**config.mk**
```make
export PLATFORM = sky130hd
export DESIGN_NAME = keypad_debounce_encoder_flat
export DESIGN_NICKNAME = d
export VERILOG_FILES = /design/src/rtl/keypad_debounce_encoder_pkg.sv /design/src/rtl/keypad_debounce_encoder_if.sv /design/src/rtl/keypad_debounce_encoder_key_debounce_ch.sv /design/src/rtl/keypad_debounce_encoder.sv /design/src/flat_wrapper.sv
export SDC_FILE = /design/constraint.sdc
export NUM_CORES = 1
export LEC_CHECK = 0
export CORE_MARGIN = 3
export CORE_UTILIZATION = 65
export DETAILED_ROUTE_END_ITERATION = 10
export PLACE_DENSITY = 0.84
export SLEW_MARGIN = 30
export SYNTH_ARGS = -nofsm -noshare
export SYNTH_HDL_FRONTEND = slang
export SYNTH_SLANG_ARGS = --single-unit
```
**constraint.sdc**
```tcl
create_clock -name clk_1mhz -period 3.8 [get_ports clk_1mhz]
set_input_delay 0.38 -clock clk_1mhz [delete_from_list [all_inputs] [get_ports clk_1mhz]]
set_output_delay 0.38 -clock clk_1mhz [all_outputs]
set_load 0.005 [all_outputs]
```
**src/rtl/keypad_debounce_encoder_pkg.sv**
```systemverilog
// Shared constants, encoder state type and bit-vector helpers for the keypad
// conditioning block feeding the mole-game main FSM.
package keypad_debounce_encoder_pkg;

    localparam int NUM_KEYS = 11;

    localparam logic [3:0] KEY_START    = 4'd10;
    localparam logic [3:0] KEY_MOLE_MIN = 4'd1;
    localparam logic [3:0] KEY_MOLE_MAX = 4'd8;

    typedef enum logic [1:0] {
        IDLE = 2'd0,
        HELD = 2'd1,
        WAIT = 2'd2,
        JAM  = 2'd3
    } enc_state_e;

    // Clearing the lowest set bit leaves something only if two or more were set.
    function automatic logic popcount_gt1(input logic [15:0] vec);
        return (vec & (vec - 16'd1)) != 16'd0;
    endfunction

    function automatic logic [3:0] onehot_index(input logic [15:0] vec);
        logic [3:0] idx;
        idx = 4'd0;
        for (int i = 0; i < 16; i++) begin
            if (vec[i]) begin
                idx = 4'(i);
            end
        end
        return idx;
    endfunction

endpackage

```
**src/rtl/keypad_debounce_encoder_if.sv**
```systemverilog
// Key lines in, encoded press status out; master is the encoder, slave its user.
interface keypad_debounce_encoder_if #(
    parameter int NUM_KEYS = 11
) ();
    logic [NUM_KEYS-1:0] key_button_in;
    logic                button_pressed;
    logic [3:0]          button_value;
    logic                press_pulse;
    logic                jam;

    modport master (
        input  key_button_in,
        output button_pressed,
        output button_value,
        output press_pulse,
        output jam
    );

    modport slave (
        output key_button_in,
        input  button_pressed,
        input  button_value,
        input  press_pulse,
        input  jam
    );
endinterface

```
**src/rtl/keypad_debounce_encoder_key_debounce_ch.sv**
```systemverilog
// One debounce channel: a shift history sampled on the shared tick; the level
// only moves once the whole history agrees.
module key_debounce_ch #(
    parameter int STABLE_SAMPLES = 8
) (
    input  logic clk_1mhz,
    input  logic rst_n,
    input  logic sync_bit,
    input  logic tick,
    output logic db
);
    logic [STABLE_SAMPLES-1:0] hist_r;
    logic [STABLE_SAMPLES-1:0] hist_next_s;
    logic                      db_r;

    // History with the current synced sample shifted in
    always_comb begin
        hist_next_s = {hist_r[STABLE_SAMPLES-2:0], sync_bit};
    end

    // Sample on tick; change level only on a unanimous history
    always_ff @(posedge clk_1mhz or negedge rst_n) begin
        if (!rst_n) begin
            hist_r <= {STABLE_SAMPLES{1'b0}};
            db_r   <= 1'b0;
        end else if (tick) begin
            hist_r <= hist_next_s;
            if (&hist_next_s) begin
                db_r <= 1'b1;
            end else if (~|hist_next_s) begin
                db_r <= 1'b0;
            end else begin
                db_r <= db_r;
            end
        end else begin
            hist_r <= hist_r;
            db_r   <= db_r;
        end
    end

    assign db = db_r;
endmodule

```
**src/rtl/keypad_debounce_encoder.sv**
```systemverilog
// Keypad front end: synchronise, debounce on a shared tick, then accept a single
// key press (multi-key presses are jammed and never reported).
module keypad_debounce_encoder #(
    parameter int NUM_KEYS       = keypad_debounce_encoder_pkg::NUM_KEYS,
    parameter int TICK_CYCLES    = 1000,
    parameter int STABLE_SAMPLES = 8,
    parameter bit ACTIVE_LOW     = 1'b0
) (
    input  logic                        clk_1mhz,
    input  logic                        rst_n,
    keypad_debounce_encoder_if.master   bus
);
    import keypad_debounce_encoder_pkg::*;

    localparam int CNT_W = (TICK_CYCLES > 1) ? $clog2(TICK_CYCLES) : 1;

    logic [NUM_KEYS-1:0] sync1_r, sync2_r, key_sync_s, db_s;
    logic [15:0]         db_ext_s;
    logic [CNT_W-1:0]    cnt_r;
    logic                tick_s;

    enc_state_e  state_r, state_next_s;
    logic        pressed_r, pressed_next_s;
    logic [3:0]  value_r, value_next_s;
    logic        pulse_r, pulse_next_s;
    logic        jam_r, jam_next_s;

    // Two-flop synchroniser, resetting to the released line level
    always_ff @(posedge clk_1mhz or negedge rst_n) begin
        if (!rst_n) begin
            sync1_r <= {NUM_KEYS{ACTIVE_LOW}};
            sync2_r <= {NUM_KEYS{ACTIVE_LOW}};
        end else begin
            sync1_r <= bus.key_button_in;
            sync2_r <= sync1_r;
        end
    end

    // Normalise to 1 = pressed
    always_comb begin
        if (ACTIVE_LOW) begin
            key_sync_s = ~sync2_r;
        end else begin
            key_sync_s = sync2_r;
        end
    end

    // Free-running sample tick counter
    always_ff @(posedge clk_1mhz or negedge rst_n) begin
        if (!rst_n) begin
            cnt_r <= {CNT_W{1'b0}};
        end else if (tick_s) begin
            cnt_r <= {CNT_W{1'b0}};
        end else begin
            cnt_r <= cnt_r + CNT_W'(1);
        end
    end

    assign tick_s = (cnt_r == CNT_W'(TICK_CYCLES - 1));

    for (genvar g = 0; g < NUM_KEYS; g++) begin : g_ch
        key_debounce_ch #(.STABLE_SAMPLES(STABLE_SAMPLES)) u_ch (
            .clk_1mhz (clk_1mhz),
            .rst_n    (rst_n),
            .sync_bit (key_sync_s[g]),
            .tick     (tick_s),
            .db       (db_s[g])
        );
    end

    // Widen the debounced vector so helpers and value_r indexing fit 4 bits
    always_comb begin
        db_ext_s               = 16'd0;
        db_ext_s[NUM_KEYS-1:0] = db_s;
    end

    // Encoder next-state and next-output logic
    always_comb begin
        state_next_s   = state_r;
        pressed_next_s = pressed_r;
        value_next_s   = value_r;
        pulse_next_s   = 1'b0;
        jam_next_s     = jam_r;
        case (state_r)
            IDLE: begin
                if (db_ext_s == 16'd0) begin
                    state_next_s = IDLE;
                end else if (popcount_gt1(db_ext_s)) begin
                    jam_next_s   = 1'b1;
                    state_next_s = JAM;
                end else begin
                    value_next_s   = onehot_index(db_ext_s);
                    pressed_next_s = 1'b1;
                    pulse_next_s   = 1'b1;
                    state_next_s   = HELD;
                end
            end
            HELD: begin
                if (!db_ext_s[value_r]) begin
                    pressed_next_s = 1'b0;
                    state_next_s   = WAIT;
                end else begin
                    state_next_s = HELD;
                end
            end
            WAIT: begin
                if (db_ext_s == 16'd0) begin
                    state_next_s = IDLE;
                end else begin
                    state_next_s = WAIT;
                end
            end
            JAM: begin
                if (db_ext_s == 16'd0) begin
                    jam_next_s   = 1'b0;
                    state_next_s = IDLE;
                end else begin
                    state_next_s = JAM;
                end
            end
            default: begin
                state_next_s   = IDLE;
                pressed_next_s = 1'b0;
                jam_next_s     = 1'b0;
            end
        endcase
    end

    // Encoder state and registered outputs
    always_ff @(posedge clk_1mhz or negedge rst_n) begin
        if (!rst_n) begin
            state_r   <= IDLE;
            pressed_r <= 1'b0;
            value_r   <= 4'd0;
            pulse_r   <= 1'b0;
            jam_r     <= 1'b0;
        end else begin
            state_r   <= state_next_s;
            pressed_r <= pressed_next_s;
            value_r   <= value_next_s;
            pulse_r   <= pulse_next_s;
            jam_r     <= jam_next_s;
        end
    end

    assign bus.button_pressed = pressed_r;
    assign bus.button_value   = value_r;
    assign bus.press_pulse    = pulse_r;
    assign bus.jam            = jam_r;
endmodule
```
**src/flat_wrapper.sv**
```systemverilog
// flat-port wrapper written by rule: the top's interface ports become plain ports
module keypad_debounce_encoder_flat import keypad_debounce_encoder_pkg::*;
#(
    parameter int NUM_KEYS       = keypad_debounce_encoder_pkg::NUM_KEYS,
    parameter int TICK_CYCLES    = 1000,
    parameter int STABLE_SAMPLES = 8,
    parameter bit ACTIVE_LOW     = 1'b0
)
  (clk_1mhz, rst_n, bus_key_button_in, bus_button_pressed, bus_button_value, bus_press_pulse, bus_jam);
  keypad_debounce_encoder_if #(.NUM_KEYS(NUM_KEYS)) bus_i ();
  input  logic clk_1mhz;
  input  logic rst_n;
  input wire logic [$bits(bus_i.key_button_in)-1:0] bus_key_button_in;
  output wire logic [$bits(bus_i.button_pressed)-1:0] bus_button_pressed;
  output wire logic [$bits(bus_i.button_value)-1:0] bus_button_value;
  output wire logic [$bits(bus_i.press_pulse)-1:0] bus_press_pulse;
  output wire logic [$bits(bus_i.jam)-1:0] bus_jam;
  assign bus_i.key_button_in = bus_key_button_in;
  assign bus_button_pressed = bus_i.button_pressed;
  assign bus_button_value = bus_i.button_value;
  assign bus_press_pulse = bus_i.press_pulse;
  assign bus_jam = bus_i.jam;
  keypad_debounce_encoder #(.NUM_KEYS(NUM_KEYS), .TICK_CYCLES(TICK_CYCLES), .STABLE_SAMPLES(STABLE_SAMPLES), .ACTIVE_LOW(ACTIVE_LOW)) u_core (.clk_1mhz(clk_1mhz), .rst_n(rst_n), .bus(bus_i));
endmodule
```
== Yosys cells after proc, flatten, opt, wreduce, memory -nomap -nowiden ==
Index checks and enable logic that the tools add are counted.

* Add/sub/neg operators: 2
* Order comparisons: 1
* Equal/unequal tests: 20
* Multiplexer cells: 52
* Bitwise logic cells: 3
* Reductions and logical operators: 41

{| class="wikitable"
|+ Operator list
! cell !! number
|-
| $reduce_and A8 Y1 || 11
|-
| $reduce_or A8 Y1 || 11
|-
| $mux W1 || 33
|-
| $ne A2 B2 Y1 const B || 14
|-
| $reduce_and A2 Y1 || 11
|-
| $and A11 B16 Y16 || 1
|-
| $logic_not A16 Y1 || 1
|-
| $reduce_bool A16 Y1 || 1
|-
| $mux W2 || 7
|-
| $mux W3 || 4
|-
| $mux W4 || 3
|-
| $sub A11 B1 Y12 const B || 1
|-
| $add A10 B1 Y10 const B || 1
|-
| $eq A10 B10 Y1 const B || 1
|-
| $mux W10 || 1
|-
| $pmux W2 S4 || 1
|-
| $reduce_and A4 Y1 || 2
|-
| $lt A4 B5 Y1 const B || 1
|-
| $bmux W1 S4 || 1
|-
| $eq A2 B2 Y1 const B || 2
|-
| $ne A2 B1 Y1 const B || 2
|-
| $pmux W1 S2 || 2
|-
| $reduce_bool A2 Y1 || 2
|-
| $reduce_and A3 Y1 || 1
|-
| 3 further kinds || 4
|}

* Bits in registers: 129
* Bits of input ports: 13
* Output and inout bits: 7
* Logic and storage cells: 149

== Longest topological paths before layout ==
Gate-level depths: netlist of run 1.

* Depth in word-level cells: 10
* Mapped depth: 9
* Depth with buffers taken out: 6

== Modules after synthesis ==
From an unflattened synthesis of run 1, not the netlist that was laid out.

* Cell total of the unflattened synthesis: 411
* Area, all modules: 5345.1 um^2

{| class="wikitable"
|+ Modules (own cells, without submodules)
! module !! times used !! cells each !! area each (um^2) !! sequential area each (um^2)
|-
| key_debounce_ch || 11 || 25 || 335.3 || 200.2
|-
| keypad_debounce_encoder || 1 || 136 || 1656.6 || 1026.0
|}

== Worst setup path before layout of run 1 ==
No wires, ideal clock.

* Path kind: register to register
* From: register u_core.g_ch[1].u_ch.db_r
* To: register u_core.value_r[3] (netlist: u_core.bus.button_value[3])
* Library setup time: 0.125 ns
* Arrival: 1.919 ns
* Required time: 3.675 ns
* Setup slack: 1.756 ns
* Stages on the path, launching flop included: 6
* Buffers on the path: 0
* Period minus slack after synthesis: 2.044 ns
* Cells stage by stage: dfrtp_1 -> or4_4 -> a2111oi_4 -> or3_2 -> nand3_4 -> mux2_4

* Word-level cells in the longest chain between the ends: 5
* Elaborated cells between the ends (all ways): 7
* Classes of those cells: add/sub: 1; bitwise: 3; reduce/logical: 3

{| class="wikitable"
|+ RTL lines
! item !! line !! text
|-
| start: declaration || keypad_debounce_encoder_key_debounce_ch.sv:14 || <nowiki>logic db_r;</nowiki>
|-
| start signal: assignment || keypad_debounce_encoder_key_debounce_ch.sv:33 || <nowiki>db_r <= db_r;</nowiki>
|-
| start signal: assignment || keypad_debounce_encoder_key_debounce_ch.sv:37 || <nowiki>db_r <= db_r;</nowiki>
|-
| $sub A11 B1 Y12 || keypad_debounce_encoder_pkg.sv:20 || <nowiki>return (vec & (vec - 16'd1)) != 16'd0;</nowiki>
|-
| $and A11 B16 Y16 || keypad_debounce_encoder_pkg.sv:20 ||
|-
| $reduce_bool A16 Y1 || keypad_debounce_encoder_pkg.sv:20 ||
|-
| $not A1 Y1 (no line) || - ||
|-
| $reduce_and A3 Y1 (no line) (*) || - ||
|-
| end signal: assignment || keypad_debounce_encoder.sv:140 || <nowiki>value_r <= value_next_s;</nowiki>
|-
| end: declaration || keypad_debounce_encoder.sv:24 || <nowiki>logic [3:0] value_r, value_next_s;</nowiki>
|}

Mark *: on every way between the ends. The rest lies on a longest branch, timed or not.
A chain may end at the register's enable or synchronous reset.

== Final worst setup path of run 1 ==
* From: register u_core.cnt_r[0]
* To: register u_core.g_ch[3].u_ch.hist_r[2]

* Word-level cells in the longest chain between the ends: 1

{| class="wikitable"
|+ RTL lines
! item !! line !! text
|-
| start: declaration || keypad_debounce_encoder.sv:19 || <nowiki>logic [CNT_W-1:0] cnt_r;</nowiki>
|-
| start signal: assignment || keypad_debounce_encoder.sv:51 || <nowiki>cnt_r <= {CNT_W{1'b0}};</nowiki>
|-
| start signal: assignment || keypad_debounce_encoder.sv:53 || <nowiki>cnt_r <= {CNT_W{1'b0}};</nowiki>
|-
| start signal: assignment || keypad_debounce_encoder.sv:55 || <nowiki>cnt_r <= cnt_r + CNT_W'(1);</nowiki>
|-
| $eq A10 B10 Y1 || keypad_debounce_encoder.sv:59 || <nowiki>assign tick_s = (cnt_r == CNT_W'(TICK_CYCLES - 1));</nowiki>
|-
| end signal: assignment || keypad_debounce_encoder_key_debounce_ch.sv:24 || <nowiki>hist_r <= {STABLE_SAMPLES{1'b0}};</nowiki>
|-
| end signal: assignment || keypad_debounce_encoder_key_debounce_ch.sv:27 || <nowiki>hist_r <= hist_next_s;</nowiki>
|-
| end signal: assignment || keypad_debounce_encoder_key_debounce_ch.sv:36 || <nowiki>hist_r <= hist_r;</nowiki>
|-
| end: declaration || keypad_debounce_encoder_key_debounce_ch.sv:12 || <nowiki>logic [STABLE_SAMPLES-1:0] hist_r;</nowiki>
|}

Every way passes these cells.

==> flow_summary.ini, run 1 <==
[yosys]
yosysUniqueCellTypes = 49
synth_top_cell_by_area = dfrtp_1
syn_area_per_cell_sq_um = 13.60
netlist_area_sq_um = 5263
synth.top_cell.area_share_pct = 61.34
seq_area_frac_synth_pct = 61.34
synth-warning-count = 0
synth_top_flop_cell = dfrtp_1
synth_area_leaders = dfrtp_1 (61%), mux2_1 (16%), nand4_1 (2.9%)
ys_async_sr_fraction_pct = 100.0
netlist_instances = 387
synth_common_cells = dfrtp_1 (129), mux2_1 (77), nand4_1 (24)
ys_ff_latch = 129
syn-num-nets = 401
synth.most_common_cell = dfrtp_1
synth_edf_count = 0

[clock_tree]
cts_tree = done
cts_resized = 0
clk_latency_ns = 0.51
cts.sink_count = 129
clk_pin_slew_worst_paths_ns = 0.06
cts_buffers = 17
holdBufCountCts = 0
root_buffer = clkbuf_8
clockBufferDepth = 2
cts_setup_buffers = 0
htreeDepth = 4

[run_status]
violations = hold timing
status = finished, violations left

[die]
core_sq_um = 7807
die-area_sq_um = 9212
initial_core_util_pct = 67.40
rows = 32
die_h_um = 95.98
die_w_um = 95.98
ios = 20

[pwr]
power_density_nw_per_um2 = 503.1
ir_drop_mv = 0.5442
p_leak_nw = 2.949

[routing]
remaining_drc_errors = 0
post_drt_wl_per_cell_um = 18.27
ant_nets = 0
dr.pass1.iters = 4
wirelength_um = 9666
viasPerCell = 6.278
drt-initial-drc-count = 205
vias = 3321

[setup_path]
regToRegSetupSlack_ns = 1.38
cp-start-kind = flop
critPathTopFamily = simple AND/OR/NAND/NOR gates
end_kind = flop
path_max_fanout = 62
worst_ep_required_time_ns = 4.19
regToRegEndpoint = u_core.g_ch[3].u_ch.hist_r[2]
worstSetupPathType = flop to flop
path_cells = ha_1 -> nand4_1 -> nor3_1 -> and4_4 -> buf_12 -> mux2_1
cp.arrival_ns = 2.82
slowest_delay_ns = 0.66
rr_startpoint = u_core.cnt_r[0]
rr_worst_depth = 6
cp_slowest_cell = and4_4
cp_num_buf_inv = 1

[timing]
rsz0062_at_grt = false
layout_setup_ws_ns = 1.376
final_hold_viol_count = 28
timing.hold.ws_ns = -0.03355
slew_viol_final = 0
relSlewSlack_pct = 41.77
setup_violations = 0
tns_ns = 0
finalCritPeriodShare_pct = 63.80
tightest_slew_ns = 0.8734
fin_crit_ns = 2.424
fmax_mhz = 412.5
finalClockSkew_ns = 0.007917

[placed_design]
post-place-ws_ns = 1.388
dpl-instance-area_sq_um = 5548
portBuffers = 19
dp_hpwl_um = 5697
gp_congestion = 0.8117

[grt]
grt_start_max_net_pins = 73
grt_overflow_total = 0
grt_use_total_pct = 23.41
grt_pass1_wl_um = 16120
grt_pass1_vias = 3367
antenna_found_initial = 0

[finish]
final_area_sq_um = 6163
drive_gt1_share_pct = 11.48
syn_to_final_growth_pct = 17.12
nets = 428
diodes = 0

[hold_path]
hp-class = input pin to asynchronous set/reset pin

[flow_run]
drv_cap = 0
worst max path at each step:
| stage | cells past startpoint | startpoint | endpoint |
|---|---|---|---|
| 4_1_cts | 6 | u_core.cnt_r[0] | u_core.g_ch[9].u_ch.hist_r[6] |
| 6_report | 6 | u_core.cnt_r[0] | u_core.g_ch[3].u_ch.hist_r[2] |
| 3_5_place_dp | 6 | u_core.cnt_r[0] | u_core.g_ch[2].u_ch.hist_r[0] |
| 3_3_place_gp | 6 | u_core.cnt_r[0] | u_core.g_ch[10].u_ch.hist_r[2] |
| 5_1_grt | 6 | u_core.cnt_r[0] | u_core.g_ch[9].u_ch.hist_r[2] |
| 2_1_floorplan | 5 | u_core.g_ch[1].u_ch.db | u_core.bus.button_value[3] |
area by class of cell:
cell class	count	area [sq um]
Timing Repair Buffer	22	222.7
Tap cell	102	127.6
Inverter	3	11.26
Multi-Input combinational cell	241	1958
Sequential cell	129	3228
Fill cell	444	1644
Clock buffer	19	441.7
Clock inverter	13	173.9
stage by stage:
| stage | std cells | power [W] | util (%) |
|---|---|---|---|
| 2_1_floorplan | 387 | 0.001419 | - |
| 3_3_place_gp | 497 | 0.001459 | 71.06 |
| 3_5_place_dp | 497 | 0.001461 | 71.06 |
| 4_1_cts | 529 | 0.003122 | 78.94 |
| 5_1_grt | 529 | 0.003195 | 78.94 |
| 6_report | 529 | 0.003101 | 78.94 |
flip-flops by register name, indices dropped and copies added, names as in the netlist, 2 cells and up:
register / count
u_core.g_ch.u_ch.db: 11
u_core.bus.button_value: 4
u_core.g_ch.u_ch.hist_r: 77
u_core.state_r: 2
u_core.key_sync_s: 11
u_core.cnt_r: 10
u_core.sync1_r: 11
cell usage in the layout, fill, tap and decap left out, types with 4 or more instances in the layout:
| master | count |
|---|---|
| dfrtp_1 | 129 |
| mux2_1 | 77 |
| xor2_1 | 5 |
| o21ai_0 | 4 |
| nor2_1 | 22 |
| clkbuf_16 | 16 |
| and3_1 | 5 |
| a31oi_1 | 12 |
| a21oi_1 | 15 |
| nand2_1 | 4 |
| inv_6 | 4 |
| clkdlybuf4s50_1 | 18 |
| nor4_1 | 23 |
| nand4_1 | 24 |
power breakdown:
group	switching, W	total [W]	internal (W)
clock	0.000618	0.00167	0.00105
combinational	0.0000285	0.0000423	0.0000138
sequential	0.00000752	0.00139	0.00139
cell families after synthesis:
kind of cell | share of synthesized area [%]
mux | 18.33
fa+ha+maj | 0.2377
buf+inv | 1.498
simple gates | 10.96
compound gates | 6.467
flops | 61.34
xor+xnor | 1.165
layer usage:
metal  track usage (%)  vias to the layer above  wire, um
met3             6.177                       21       380
met1             28.67                     1687      4140
met2             39.05                       85      4985
met4             10.31                        0       159
met5                 0                        -         0
li1                  -                     1528         -
Power figures use the tool's default switching activity.
==> run 2, diff against run 1 <==
--- a/config.mk
+++ b/config.mk
@@ -6,9 +6,9 @@
 export NUM_CORES = 1
 export LEC_CHECK = 0
 export CORE_MARGIN = 3
-export CORE_UTILIZATION = 65
+export CORE_UTILIZATION = 54
 export DETAILED_ROUTE_END_ITERATION = 10
-export PLACE_DENSITY = 0.84
+export PLACE_DENSITY = 0.75
 export SLEW_MARGIN = 30
 export SYNTH_ARGS = -nofsm -noshare
 export SYNTH_HDL_FRONTEND = slang
==> constraint.sdc (replaced) <==
create_clock -name clk_1mhz -period 2.1 [get_ports clk_1mhz]
set_input_delay 0.21 -clock clk_1mhz [delete_from_list [all_inputs] [get_ports clk_1mhz]]
set_output_delay 0.21 -clock clk_1mhz [all_outputs]
set_load 0.005 [all_outputs]
==> run 2 against run 1 <==
The run now ends clean; sequential share of layout area down 1.0 points; sequential power increased by 81%; clock power is 53% higher; routed wire length shrank 7.0%; via count is 1.6% lower; setup slack worse by 1.3 ns; first-iteration DRC count is 13% lower; critical path type unchanged; largest cell class unchanged; largest power group unchanged; highest routed layer unchanged.
==> flow_summary.ini, run 2 (synthesis gave the netlist of run 1 again) <==
[run_status]
status = complete, no violations

[finish]
nFillCells = 728
diodes = 0
largest-register = u_core.g_ch.u_ch.hist_r
syn_to_final_growth_pct = 19.42
drive_gt1_share_pct = 14.71
layout.cells.most_common = dfrtp_1
largest_reg_flops = 77
nets = 444
final_cell_mix = dfrtp_1 (129), mux2_1 (77), nand4_1 (24)

[setup_path]
rr_worst_depth = 5
regToRegEndpoint = u_core.bus.button_value[2]
crit_end = u_core.bus.button_value[2]
path_max_fanout = 6
end_kind = flop
startpoint = u_core.g_ch[3].u_ch.db
cp.arrival_ns = 2.42
worstSetupPathType = flop to flop
rr_startpoint = u_core.g_ch[3].u_ch.db
worst_ep_required_time_ns = 2.49
regToRegSetupSlack_ns = 0.07
cp-start-kind = flop

[die]
ios = 20
rows = 35
die_h_um = 104.7
die-area_sq_um = 10970
initial_core_util_pct = 56.15
core_sq_um = 9371
die_w_um = 104.7

[grt]
grt_use_total_pct = 17.41
grt_overflow_total = 0
grt_pass1_wl_um = 15370
grt_pass1_vias = 3285
antenna_found_initial = 0
grt_start_max_net_pins = 55

[timing]
relSlewSlack_pct = 67.14
tns_ns = 0
tightest_slew_ns = 0.4929
slew_viol_final = 0
layout_setup_ws_ns = 0.06745
fmax_mhz = 492.0
setup_violations = 0
fin_crit_ns = 2.033
finalCritPeriodShare_pct = 96.79
finalClockSkew_ns = 0.009506
final_hold_viol_count = 0
rsz0062_at_grt = false

[clock_tree]
clk_latency_ns = 0.51
cts.sink_count = 129
clk_pin_slew_worst_paths_ns = 0.06
cts_tree = done
root_buffer = clkbuf_8
cts_buffers = 17
clockBufferDepth = 2
htreeDepth = 4

[routing]
m1WireLength_um = 4306
drt-initial-drc-count = 178
viasPerCell = 5.723
wirelength_um = 8993
ant_nets = 0
post_drt_wl_per_cell_um = 15.75
remaining_drc_errors = 0
wl_met3_um = 232
maxUsedRoutingLayer = met4
dr.pass1.iters = 4
wl_met2_um = 4377
vias = 3268

[placed_design]
dp_hpwl_um = 5757
post-place-ws_ns = 0.008571
portBuffers = 19
gp_congestion = 0.8429

[flow_run]
drv_cap = 0

[hold_path]
hp-class = input pin to flop

[pwr]
ir_drop_mv = 0.4526
p_leak_nw = 2.997
power_density_nw_per_um2 = 820.2
run 2: cell count changes in the layout (fill, tap and decap cells not counted), sizes merged:
cell and delta:
bufinv -3, clkinvlp +3, buf +15, inv +1, clkbuf -2, dlygate4sd3 +1
run 2: repair_timing:
| action | in CTS | in global routing |
|---|---|---|
| resized for setup | 0 | 4 |
| hold endpoints to repair | 36 | 0 |
| buffers inserted | 0 | 0 |
| endpoints found under the setup margin | 0 | 4 |
| hold buffers | 1 | 0 |
run 2: final cells by class:
| type | instances | area (sq um) | share of cell area [%] |
|---|---|---|---|
| clock inverters | 14 | 105.1 | 1.672 |
| well taps | 129 | 161.4 | 2.568 |
| clock buffers | 17 | 414.1 | 6.590 |
| inverters | 3 | 11.26 | 0.1792 |
| flip-flops and latches | 129 | 3228 | 51.36 |
| multi-input cells | 241 | 1969 | 31.34 |
| repair buffers | 38 | 395.4 | 6.291 |
run 2: stage by stage:
| step | power [W] | instances | util [%] | hold WS [ns] | cell area [sq um] |
|---|---|---|---|---|---|
| final | 0.005155 | 571 | 67.06 | 0.1366 | 6285 |
| after global routing | 0.005338 | 571 | 67.06 | 0.1145 | 6285 |
| after CTS | 0.005212 | 571 | 66.94 | 0.1146 | 6274 |
| after detailed placement | 0.002649 | 539 | 61.30 | 0.2121 | 5744 |
| after global placement | 0.002646 | 539 | 61.30 | 0.2029 | 5744 |
| after floorplan | 0.002567 | 387 | - | -0.08559 | 5263 |
run 2: power by group:
part	internal, W	leakage, nW	switching [W]
clock network	0.00145	0.244	0.00110
logic	0.0000302	1.02	0.0000520
registers	0.00251	1.74	0.0000118
run 2: worst max-delay path, stage by stage (launching register included):
cell and delay (ns):
dfrtp_1 0.39, or4_4 0.58, a2111oi_4 0.32, or3_4 0.21, nand3_4 0.10, mux2_4 0.32
run 2: how the worst min path moves through the flow:
stage | start | to | slack [ns] | cells after the start
global route | bus_key_button_in[8] | u_core.sync1_r[8] | 0.11 | 1
global placement | rst_n | u_core.g_ch[0].u_ch.hist_r[2] | 0.20 | 1
floorplan | rst_n | u_core.bus.button_pressed | -0.09 | 0
CTS | bus_key_button_in[7] | u_core.sync1_r[7] | 0.11 | 1
finish | bus_key_button_in[7] | u_core.sync1_r[7] | 0.14 | 1
detailed placement | rst_n | u_core.g_ch[0].u_ch.hist_r[1] | 0.21 | 1
run 2: per-layer routing:
layer	track usage [%]	vias up
met2	27.04	46
met1	23.38	1654
met4	7.216	0
met3	4.632	9
met5	0	-
li1	-	1559
==> run 3, diff against run 2 <==
==> constraint.sdc (replaced) <==
create_clock -name clk_1mhz -period 1.8 [get_ports clk_1mhz]
set_input_delay 0.18 -clock clk_1mhz [delete_from_list [all_inputs] [get_ports clk_1mhz]]
set_output_delay 0.18 -clock clk_1mhz [all_outputs]
set_load 0.005 [all_outputs]
==> run 3 against run 2 <==
The run now ends with setup timing left; routed wire length rose by 64%; clock-buffer cell count is 6 higher; first-iteration DRC count grew 65%; sequential cell count did not move; sequential share of layout area fell by 8.7 points; global-route usage increased by 9.8 points; total power is 31% higher; register-to-register slack got worse by 0.37 ns; critical path type unchanged; critical endpoint is now u_core.bus.button_value[0]; largest cell class unchanged.
==> flow_summary.ini, run 3 (synthesis gave the netlist of run 1 again) <==
[run_status]
status = finished, violations left
violations = setup timing

[finish]
nets = 495
nFillCells = 446
syn_to_final_growth_pct = 43.68
largest_reg_flops = 77
final_cell_mix = dfrtp_1 (128), mux2_4 (80), buf_4 (33)
drive_gt1_share_pct = 45.14
layout.cells.most_common = dfrtp_1
largest-register = u_core.g_ch.u_ch.hist_r
final_core_util_pct = 80.68
diodes = 0

[clock_tree]
clockBufferDepth = 2
htreeDepth = 4
root_buffer = clkbuf_8
cts_buffers = 17
clk_latency_ns = 0.52
cts.sink_count = 129
cts_tree = done
clk_pin_slew_worst_paths_ns = 0.06

[routing]
wirelength_um = 14740
viasPerCell = 6.297
ant_nets = 0
drt-initial-drc-count = 293
remaining_drc_errors = 0
dr.pass1.iters = 5
post_drt_wl_per_cell_um = 23.66
vias = 3923

[setup_path]
path_max_fanout = 6
cp-start-kind = flop
cp.arrival_ns = 2.51
worst_ep_required_time_ns = 2.20
end_kind = flop
worstSetupPathType = flop to flop

[timing]
fmax_mhz = 474.5
timing.hold.ws_ns = 0.05129
fin_crit_ns = 2.107
tightest_slew_ns = 0.5573
relSlewSlack_pct = 62.50
finalClockSkew_ns = 0.007864
slew_viol_final = 0
final_hold_viol_count = 0
rsz0062_at_grt = true
setup_violations = 104
layout_setup_ws_ns = -0.3073
finalCritPeriodShare_pct = 117.1

[die]
die_h_um = 104.7
die-area_sq_um = 10970
rows = 35
die_w_um = 104.7
initial_core_util_pct = 56.15
core_sq_um = 9371
ios = 20

[grt]
grt_pass1_vias = 4194
grt_pass1_wl_um = 23030
grt_use_total_pct = 27.21
grt_overflow_total = 0
grt_start_max_net_pins = 64
antenna_found_initial = 0

[pwr]
ir_drop_mv = 0.8080
power_density_nw_per_um2 = 890.1
p_leak_nw = 3.413

[placed_design]
dp_hpwl_um = 5704
portBuffers = 19
gp_congestion = 0.8244

[hold_path]
hp-class = input pin to asynchronous set/reset pin

[flow_run]
drv_cap = 0
==> run 3: cell count changes in the layout (fill, tap and decap cells not counted), moves of 5 or more <==
cell,before,now
a21oi_1,15,4
a21oi_2,0,9
buf_12,5,10
buf_16,0,6
buf_4,14,33
buf_6,0,10
buf_8,0,9
inv_6,6,0
mux2_1,77,0
mux2_4,3,80
nor2_1,22,16
==> run 3: layout make-up <==
class | count | area, sq um | area share (%)
tap | 129 | 161.4 | 2.135
timing repair buffer | 88 | 1076 | 14.23
multi-input combinational | 242 | 2454 | 32.45
sequential | 129 | 3229 | 42.71
clock inverter | 9 | 152.6 | 2.019
inverter | 3 | 11.26 | 0.1489
clock buffer | 23 | 476.7 | 6.305
==> run 3: path summary, 6_finish.rpt <==
| kind | cells after the start | to | start | slack, ns |
|---|---|---|---|---|
| setup reg to reg | 5 | u_core.bus.button_value[0] | u_core.g_ch[0].u_ch.db | -0.31 |
| max in group asynchronous | 3 | u_core.g_ch[2].u_ch.hist_r[6] | rst_n | 1.18 |
| setup / recovery | 5 | u_core.bus.button_value[0] | u_core.g_ch[0].u_ch.db | -0.31 |
| hold / removal | 2 | u_core.g_ch[0].u_ch.hist_r[0] | rst_n | 0.05 |
| min in group clk_1mhz | 1 | u_core.sync1_r[2] | bus_key_button_in[2] | 0.10 |
| hold reg to reg | 0 | u_core.key_sync_s[0] | u_core.sync1_r[0] | 0.35 |
==> run 3: stage by stage <==
| step | total power [W] | worst slack (ns) | instance area (sq um) | TNS [ns] | cells |
|---|---|---|---|---|---|
| 2_1_floorplan | 0.002995 | -0.1872 | 5290 | -0.7925 | 387 |
| 6_report | 0.006730 | -0.3073 | 7561 | -19.60 | 623 |
| 4_1_cts | 0.006710 | -0.2452 | 7457 | -12.43 | 621 |
| 3_5_place_dp | 0.003093 | -0.2413 | 5827 | -1.801 | 548 |
| 5_1_grt | 0.006887 | -0.3849 | 7561 | -30.35 | 623 |
| 3_3_place_gp | 0.003090 | -0.1949 | 5827 | -0.8672 | 548 |
==> run 3: timing repair <==
| item | CTS | global route |
|---|---|---|
| endpoints found under the setup margin | 74 | 104 |
| cloned | 13 | 1 |
| pin swaps | 5 | 9 |
| hold buffers | 1 | 0 |
| resized for setup | 109 | 53 |
| hold endpoints to repair | 129 | 0 |
| buffers inserted | 27 | 12 |
==> run 3: where the power goes <==
group          total (W)  internal [W]  switching (W)
Clock            0.00368       0.00240        0.00129
Sequential       0.00294       0.00293      0.0000167
Combinational   0.000105     0.0000388      0.0000660
==> run 3: metal layers <==
layer	routed length, um	GRT usage [%]
met1	6131	34.93
met5	0	0
met2	7190	43.17
met4	682	13.03
met3	733	7.227
==> run 3: critical path, cell delays in order (launching register included) <==
cell and delay, ns:
dfrtp_1 0.38, or4_4 0.63, a2111oi_4 0.32, or3_4 0.23, nand3_4 0.11, mux2_4 0.32
==> patch 1: new RTL, config.mk and constraints of run 1 <==
`ACTIVE_LOW` is set to 1'b0 in 2 places; all go to 1'b1.
--- a/src/rtl/keypad_debounce_encoder.sv
+++ b/src/rtl/keypad_debounce_encoder.sv
@@ -4,7 +4,7 @@
     parameter int NUM_KEYS       = keypad_debounce_encoder_pkg::NUM_KEYS,
     parameter int TICK_CYCLES    = 1000,
     parameter int STABLE_SAMPLES = 8,
-    parameter bit ACTIVE_LOW     = 1'b0
+    parameter bit ACTIVE_LOW     = 1'b1
 ) (
     input  logic                        clk_1mhz,
     input  logic                        rst_n,
--- a/src/flat_wrapper.sv
+++ b/src/flat_wrapper.sv
@@ -4,7 +4,7 @@
     parameter int NUM_KEYS       = keypad_debounce_encoder_pkg::NUM_KEYS,
     parameter int TICK_CYCLES    = 1000,
     parameter int STABLE_SAMPLES = 8,
-    parameter bit ACTIVE_LOW     = 1'b0
+    parameter bit ACTIVE_LOW     = 1'b1
 )
   (clk_1mhz, rst_n, bus_key_button_in, bus_button_pressed, bus_button_value, bus_press_pulse, bus_jam);
   keypad_debounce_encoder_if #(.NUM_KEYS(NUM_KEYS)) bus_i ();
Check against the original RTL: no difference found for any inputs over 10 cycles, from zero or initial values and one cycle with rst_n low; that may be too few to reach the edited logic, so the function may still have changed.
==> patch 1 against run 1 <==
Design area up 3.9%. Power up 6.5%. Sequential cell count unchanged. Cell count up 32%. Routed wire length up 22%. Worst setup slack better by 0.18 ns. Non-clock buffer count up 3. Area after synthesis up 3.6%. Largest power group unchanged.
==> patch 1: results (changes against run 1) <==
* Cells after synthesis at 562 (was 387)
* Met1 usage at 34.4% (was 28.7%)
* H-tree levels at 4 (unchanged)
* Largest Register: u_core.g_ch.u_ch.hist_r (unchanged)
* Area contributors post-synth: dfrtp_1 49%, nand2_1 15%, dfstp_2 11%, o21ai_0 2.3%, nor2_1 1.5% (was dfrtp_1 61%, mux2_1 16%, nand4_1 2.9%, nor4_1 2.7%, nor2_1 1.6%)
* Drt pass-1 iters at 5 (was 4)
* Clock skew at 0.00721 ns (was 0.00792 ns)
* HPWL Detailed at 6600 um (was 5700 um)
* Arrival @ worst endpoint at 2.64 ns (was 2.82 ns)
* Vias in the first global route at 4,192 (was 3,367)
* Num CTS Buffers at 17 (unchanged)
* DRT Wirelength at 11,800 um (was 9670 um)
* Critical Path Fanout Max at 98 (was 62)
* Root Driver: clkbuf_8 (unchanged)
* CTS clk-pin slew, worst paths at 0.06 ns (about the same)
* Max stage delay cell, worst path: or3_2 (was and4_4)
* Post-CTS setup buffers at 0 (unchanged)
* P_leak at 3.14 nW (was 2.95 nW)
* Wire per inst at 16.9 um (was 18.3 um)
* Vias per cell at 6.09 (was 6.28)
* Max IR drop VDD at 0.457 mV (was 0.544 mV)
* Register area share after synthesis at 59.7% (was 61.3%)
* CP max stage delay at 0.48 ns (was 0.66 ns)
* Largest net degree at the start of global routing at 99 (was 73)
* Max reg flops at 77 (unchanged)
* Syn Nets at 576 (was 401)
* Cell variety after synth at 55 (was 49)
* Min-Delay Path Class: input pin to register (was input pin to asynchronous set/reset pin)
* Number of diodes at 0 (unchanged)
* Placed Instances at 665 (was 497)
* CTS resizes at 0 (unchanged)
* Skew-Pair Late Insertion Delay at roughly 0.52 ns
* Initial DRC count at 327 (was 205)
* Layout cells sized above 1 at 13.1% (was 11.5%)
* Slew HR at 39.5% (was 41.8%)
* Clk buf depth at 2 (unchanged)
* Commonest cells post-synth: 223 x nand2_1, 107 x dfrtp_1, 25 x o21ai_0 (was 129 x dfrtp_1, 77 x mux2_1, 24 x nand4_1)
* Asr flop ratio synth at 100% (unchanged)
* Initial antenna violation count at 0 (unchanged)
* CTS Hold Bufs at 1 (was 0)
* Met3 usage at 6.60% (was 6.18%)
* Placed instance area at 5710 um^2 (was 5550 um^2)
* Ys Warns at 0 (unchanged)
* Global Route met2 Usage at 41.2% (was 39.0%)
* Outcome: complete, no violations (was complete, but fails checks)
* Nets at 597 (was 428)
* GRT Util Overall at 26.3% (was 23.4%)
* Pre-CTS WS at 1.63 ns (was 1.39 ns)
* Final GP Congestion at 0.850 (was 0.812)
* Port Buffers at 19 (unchanged)
* Global-route wire length before repair at 19,900 um (was 16,100 um)
==> patch 1: area by class of cell <==
cell class                      count  area (um^2)
Inverter                            6         22.5
Multi-Input combinational cell    404         2080
Timing Repair Buffer               25          235
Sequential cell                   129         3260
Tap cell                          102          128
Clock buffer                       20          455
Clock inverter                     12          225
Fill cell                         460         1530
==> patch 1: worst paths after layout <==
check                                     startpoint                        endpoint  slack, ns  cells after the start
worst max register to register       u_core.cnt_r[0]          u_core.g_ch[6].u_ch.db       1.55                      6
worst max-delay path                 u_core.cnt_r[0]          u_core.g_ch[6].u_ch.db       1.55                      6
worst min-delay path            bus_key_button_in[4]               u_core.sync1_r[4]       0.26                      1
min in group asynchronous                      rst_n  u_core.g_ch[10].u_ch.hist_r[3]       0.50                      2
worst min register to register     u_core.sync1_r[7]               u_core.sync2_r[7]       0.36                      0
max in group asynchronous                      rst_n               u_core.sync2_r[8]       2.30                      3
==> patch 1: where the power goes <==
group	switching, mW	total, mW	internal, mW
logic	0.0296	0.0454	0.0159
clock network	0.600	1.85	1.25
registers	0.00627	1.40	1.40
total	0.636	3.30	2.67
==> patch 1: worst max-delay path: cells and delay by family, from the launching register on <==
family / cells / cell delay [ns]
compound gates: 2 / 0.44
fa+ha+maj: 1 / 0.24
buf+inv: 1 / 0.40
flops: 1 / 0.40
simple gates: 2 / 0.60
==> patch 1: layer usage <==
layer,vias to the layer above,wire length (um)
met5,-,0
met4,0,296
met3,35,693
met2,186,5850
met1,2079,4950
li1,1953,-
==> patch 1: cells by family after synthesis <==
logic type / share of synthesized area, %
adders and majority gates: 0.229
DFF: 59.7
muxes: 2.11
and+or+nand+nor: 27.0
xor gates and xnor gates: 0.964
buffers and inverters: 2.29
AOI/OAI and AO/OA: 7.73
==> patch 2: new RTL, flow settings as in run 1 <==
Made on the original files. Reset style: synchronous (`rst_n`), changed in 4 clocked blocks.
--- a/src/rtl/keypad_debounce_encoder_key_debounce_ch.sv
+++ b/src/rtl/keypad_debounce_encoder_key_debounce_ch.sv
@@ -19,7 +19,7 @@
     end
 
     // Sample on tick; change level only on a unanimous history
-    always_ff @(posedge clk_1mhz or negedge rst_n) begin
+    always_ff @(posedge clk_1mhz) begin
         if (!rst_n) begin
             hist_r <= {STABLE_SAMPLES{1'b0}};
             db_r   <= 1'b0;
--- a/src/rtl/keypad_debounce_encoder.sv
+++ b/src/rtl/keypad_debounce_encoder.sv
@@ -26,7 +26,7 @@
     logic        jam_r, jam_next_s;
 
     // Two-flop synchroniser, resetting to the released line level
-    always_ff @(posedge clk_1mhz or negedge rst_n) begin
+    always_ff @(posedge clk_1mhz) begin
         if (!rst_n) begin
             sync1_r <= {NUM_KEYS{ACTIVE_LOW}};
             sync2_r <= {NUM_KEYS{ACTIVE_LOW}};
@@ -46,7 +46,7 @@
     end
 
     // Free-running sample tick counter
-    always_ff @(posedge clk_1mhz or negedge rst_n) begin
+    always_ff @(posedge clk_1mhz) begin
         if (!rst_n) begin
             cnt_r <= {CNT_W{1'b0}};
         end else if (tick_s) begin
@@ -127,7 +127,7 @@
     end
 
     // Encoder state and registered outputs
-    always_ff @(posedge clk_1mhz or negedge rst_n) begin
+    always_ff @(posedge clk_1mhz) begin
         if (!rst_n) begin
             state_r   <= IDLE;
             pressed_r <= 1'b0;
Formal check against the unedited RTL: same outputs for any inputs over 10 cycles, from zero or initial values and one cycle with rst_n low; that may be too few to reach the edited logic, so the function may still have changed.
==> patch 2 against run 1 <==
Combinational power grew 23%. Critical path depth grew 2. Routed wire length grew 6.7%. Sequential cell count is the same. Power shrank 7.9%. Worst setup slack gained 0.055 ns. Largest power group unchanged. Sequential share of layout area shrank 7.3 points. Worst hold slack gained 0.45 ns. Area after synthesis shrank 4.8%. Cell count grew 38%. Design area shrank 7.0%.
==> patch 2: results (changes against run 1) <==
* Nets at 633 (was 428)
* P_leak at 1.86 nW (was 2.95 nW)
* GRT Util Overall at 25.1% (was 23.4%)
* CTS resizes at 0 (unchanged)
* Largest Register: u_core.g_ch.u_ch.hist_r (unchanged)
* Drt pass-1 iters at 5 (was 4)
* Syn Nets at 624 (was 401)
* H-tree levels at 4 (unchanged)
* Area contributors post-synth: dfxtp_1 52%, nand2_1 13%, a21oi_1 8.6%, and2_1 2.7%, nor4_1 2.5% (was dfrtp_1 61%, mux2_1 16%, nand4_1 2.9%, nor4_1 2.7%, nor2_1 1.6%)
* Slew HR at 45.6% (was 41.8%)
* Number of diodes at 0 (unchanged)
* Critical Path Fanout Max at 79 (was 62)
* Asr flop ratio synth at 0% (was 100%)
* Port Buffers at 19 (unchanged)
* DR vias at 4,278 (was 3,321)
* Wire per inst at 14.2 um (was 18.3 um)
* CP max stage delay at 0.41 ns (was 0.66 ns)
* Final GP Congestion at 0.833 (was 0.812)
* Clk buf depth at 2 (unchanged)
* Root Driver: clkbuf_8 (unchanged)
* Cell variety after synth at 44 (was 49)
* Layout cells sized above 1 at 7.00% (was 11.5%)
* Global-route wire length before repair at 17,600 um (was 16,100 um)
* Max stage delay cell, worst path: buf_4 (was and4_4)
* CTS clk-pin slew, worst paths at 0.06 ns (about the same)
* Crit path max-delay family: simple AND/OR/NAND/NOR gates (unchanged)
* Post-CTS setup buffers at 0 (unchanged)
* Initial antenna violation count at 0 (unchanged)
* Area leader, netlist: dfxtp_1 (was dfrtp_1)
* Pre-CTS WS at 1.39 ns (about the same)
* Outcome: complete, no violations (was complete, but fails checks)
* Commonest cells post-synth: 172 x nand2_1, 129 x dfxtp_1, 86 x a21oi_1 (was 129 x dfrtp_1, 77 x mux2_1, 24 x nand4_1)
* Max reg flops at 77 (unchanged)
* Vias in the first global route at 4,045 (was 3,367)
* Initial DRC count at 370 (was 205)
* Skew-Pair Late Insertion Delay at between 0.5 and 0.6 ns
* Max IR drop VDD at 0.320 mV (was 0.544 mV)
* Largest net degree at the start of global routing at 89 (was 73)
* HPWL Detailed at 5930 um (was 5700 um)
* Clock skew at 0.0118 ns (was 0.00792 ns)
* Min-Delay Path Class: register to register (was input pin to asynchronous set/reset pin)
* Register area share after synthesis at 51.5% (was 61.3%)
* Num CTS Buffers at 17 (unchanged)
* CTS Hold Bufs at 0 (unchanged)
* Arrival @ worst endpoint at 2.81 ns (was 2.82 ns)
[patch 2: changes by cell type after synthesis, moves of 17 or more]
cell and change:
nand2_1 +168, dfrtp_1 -129, dfxtp_1 +129, mux2_1 -77, a21oi_1 +71, clkbuf_1 +26, and2_1 +21, nor3_1 +19
nand3_1 +17
[patch 2: cell type report]
cell class              count  area [um^2]
clock buffers              22          453
fillers                   488         1640
clock inverters             7         62.6
well taps                  99          124
flip-flops and latches    129         2580
multi-input cells         442         2260
repair buffers             24          228
inverters                   5         18.8
[patch 2: layer usage]
metal / vias to the layer above / share of wire [%] / track usage [%]
met4: 0 / 2.1 / 13.6
li1: 2123 / - / -
met1: 2011 / 43 / 29.3
met2: 123 / 51 / 41.8
met3: 21 / 4.7 / 6.73
met5: - / 0 / 0
[patch 2: worst reg2reg max path, delay by kind of cell, from the launching register on]
kind	cells	cell delay [ns]
and+or+nand+nor	4	1.00
buffers and inverters	1	0.41
DFF	1	0.37
AOI/OAI and AO/OA	2	0.26
adders and majority gates	1	0.24
[patch 2: cells by family after synthesis]
kind of cell | count (synthesis) | synth area share [%]
and+or+nand+nor | 305 | 28.0
DFF | 129 | 51.5
AOI/OAI and AO/OA | 121 | 13.6
muxes | 7 | 1.65
adders and majority gates | 1 | 0.250
xor gates and xnor gates | 8 | 1.40
buffers and inverters | 39 | 3.55
[patch 2: power breakdown]
group | switching (mW) | leakage [nW] | internal, mW | total [mW]
sequential | 0.00838 | 1.04 | 1.37 | 1.38
clock | 0.544 | 0.256 | 0.883 | 1.43
combinational | 0.0287 | 0.559 | 0.0233 | 0.0520
[patch 2: worst paths after layout]
path                                        start                       to  slack [ns]  cells past startpoint
worst min register to register  u_core.sync1_r[1]     u_core.key_sync_s[1]        0.42                      1
worst min-delay path            u_core.sync1_r[1]     u_core.key_sync_s[1]        0.42                      1
worst max-delay path              u_core.cnt_r[0]  u_core.g_ch[10].u_ch.db        1.43                      8
worst max register to register    u_core.cnt_r[0]  u_core.g_ch[10].u_ch.db        1.43                      8
[patch 2: through the flow]
| step | utilization, % | total power [mW] | hold WS, ns | std cells | instance area (um^2) |
|---|---|---|---|---|---|
| detailed placement | 70.8 | 1.46 | 0.418 | 699 | 5220 |
| floorplan | - | 1.43 | 0.412 | 610 | 5010 |
| global route | 77.8 | 2.94 | 0.433 | 728 | 5730 |
| CTS | 77.8 | 2.87 | 0.427 | 728 | 5730 |
| global placement | 70.8 | 1.45 | 0.416 | 699 | 5220 |
| finish | 77.8 | 2.85 | 0.419 | 728 | 5730 |
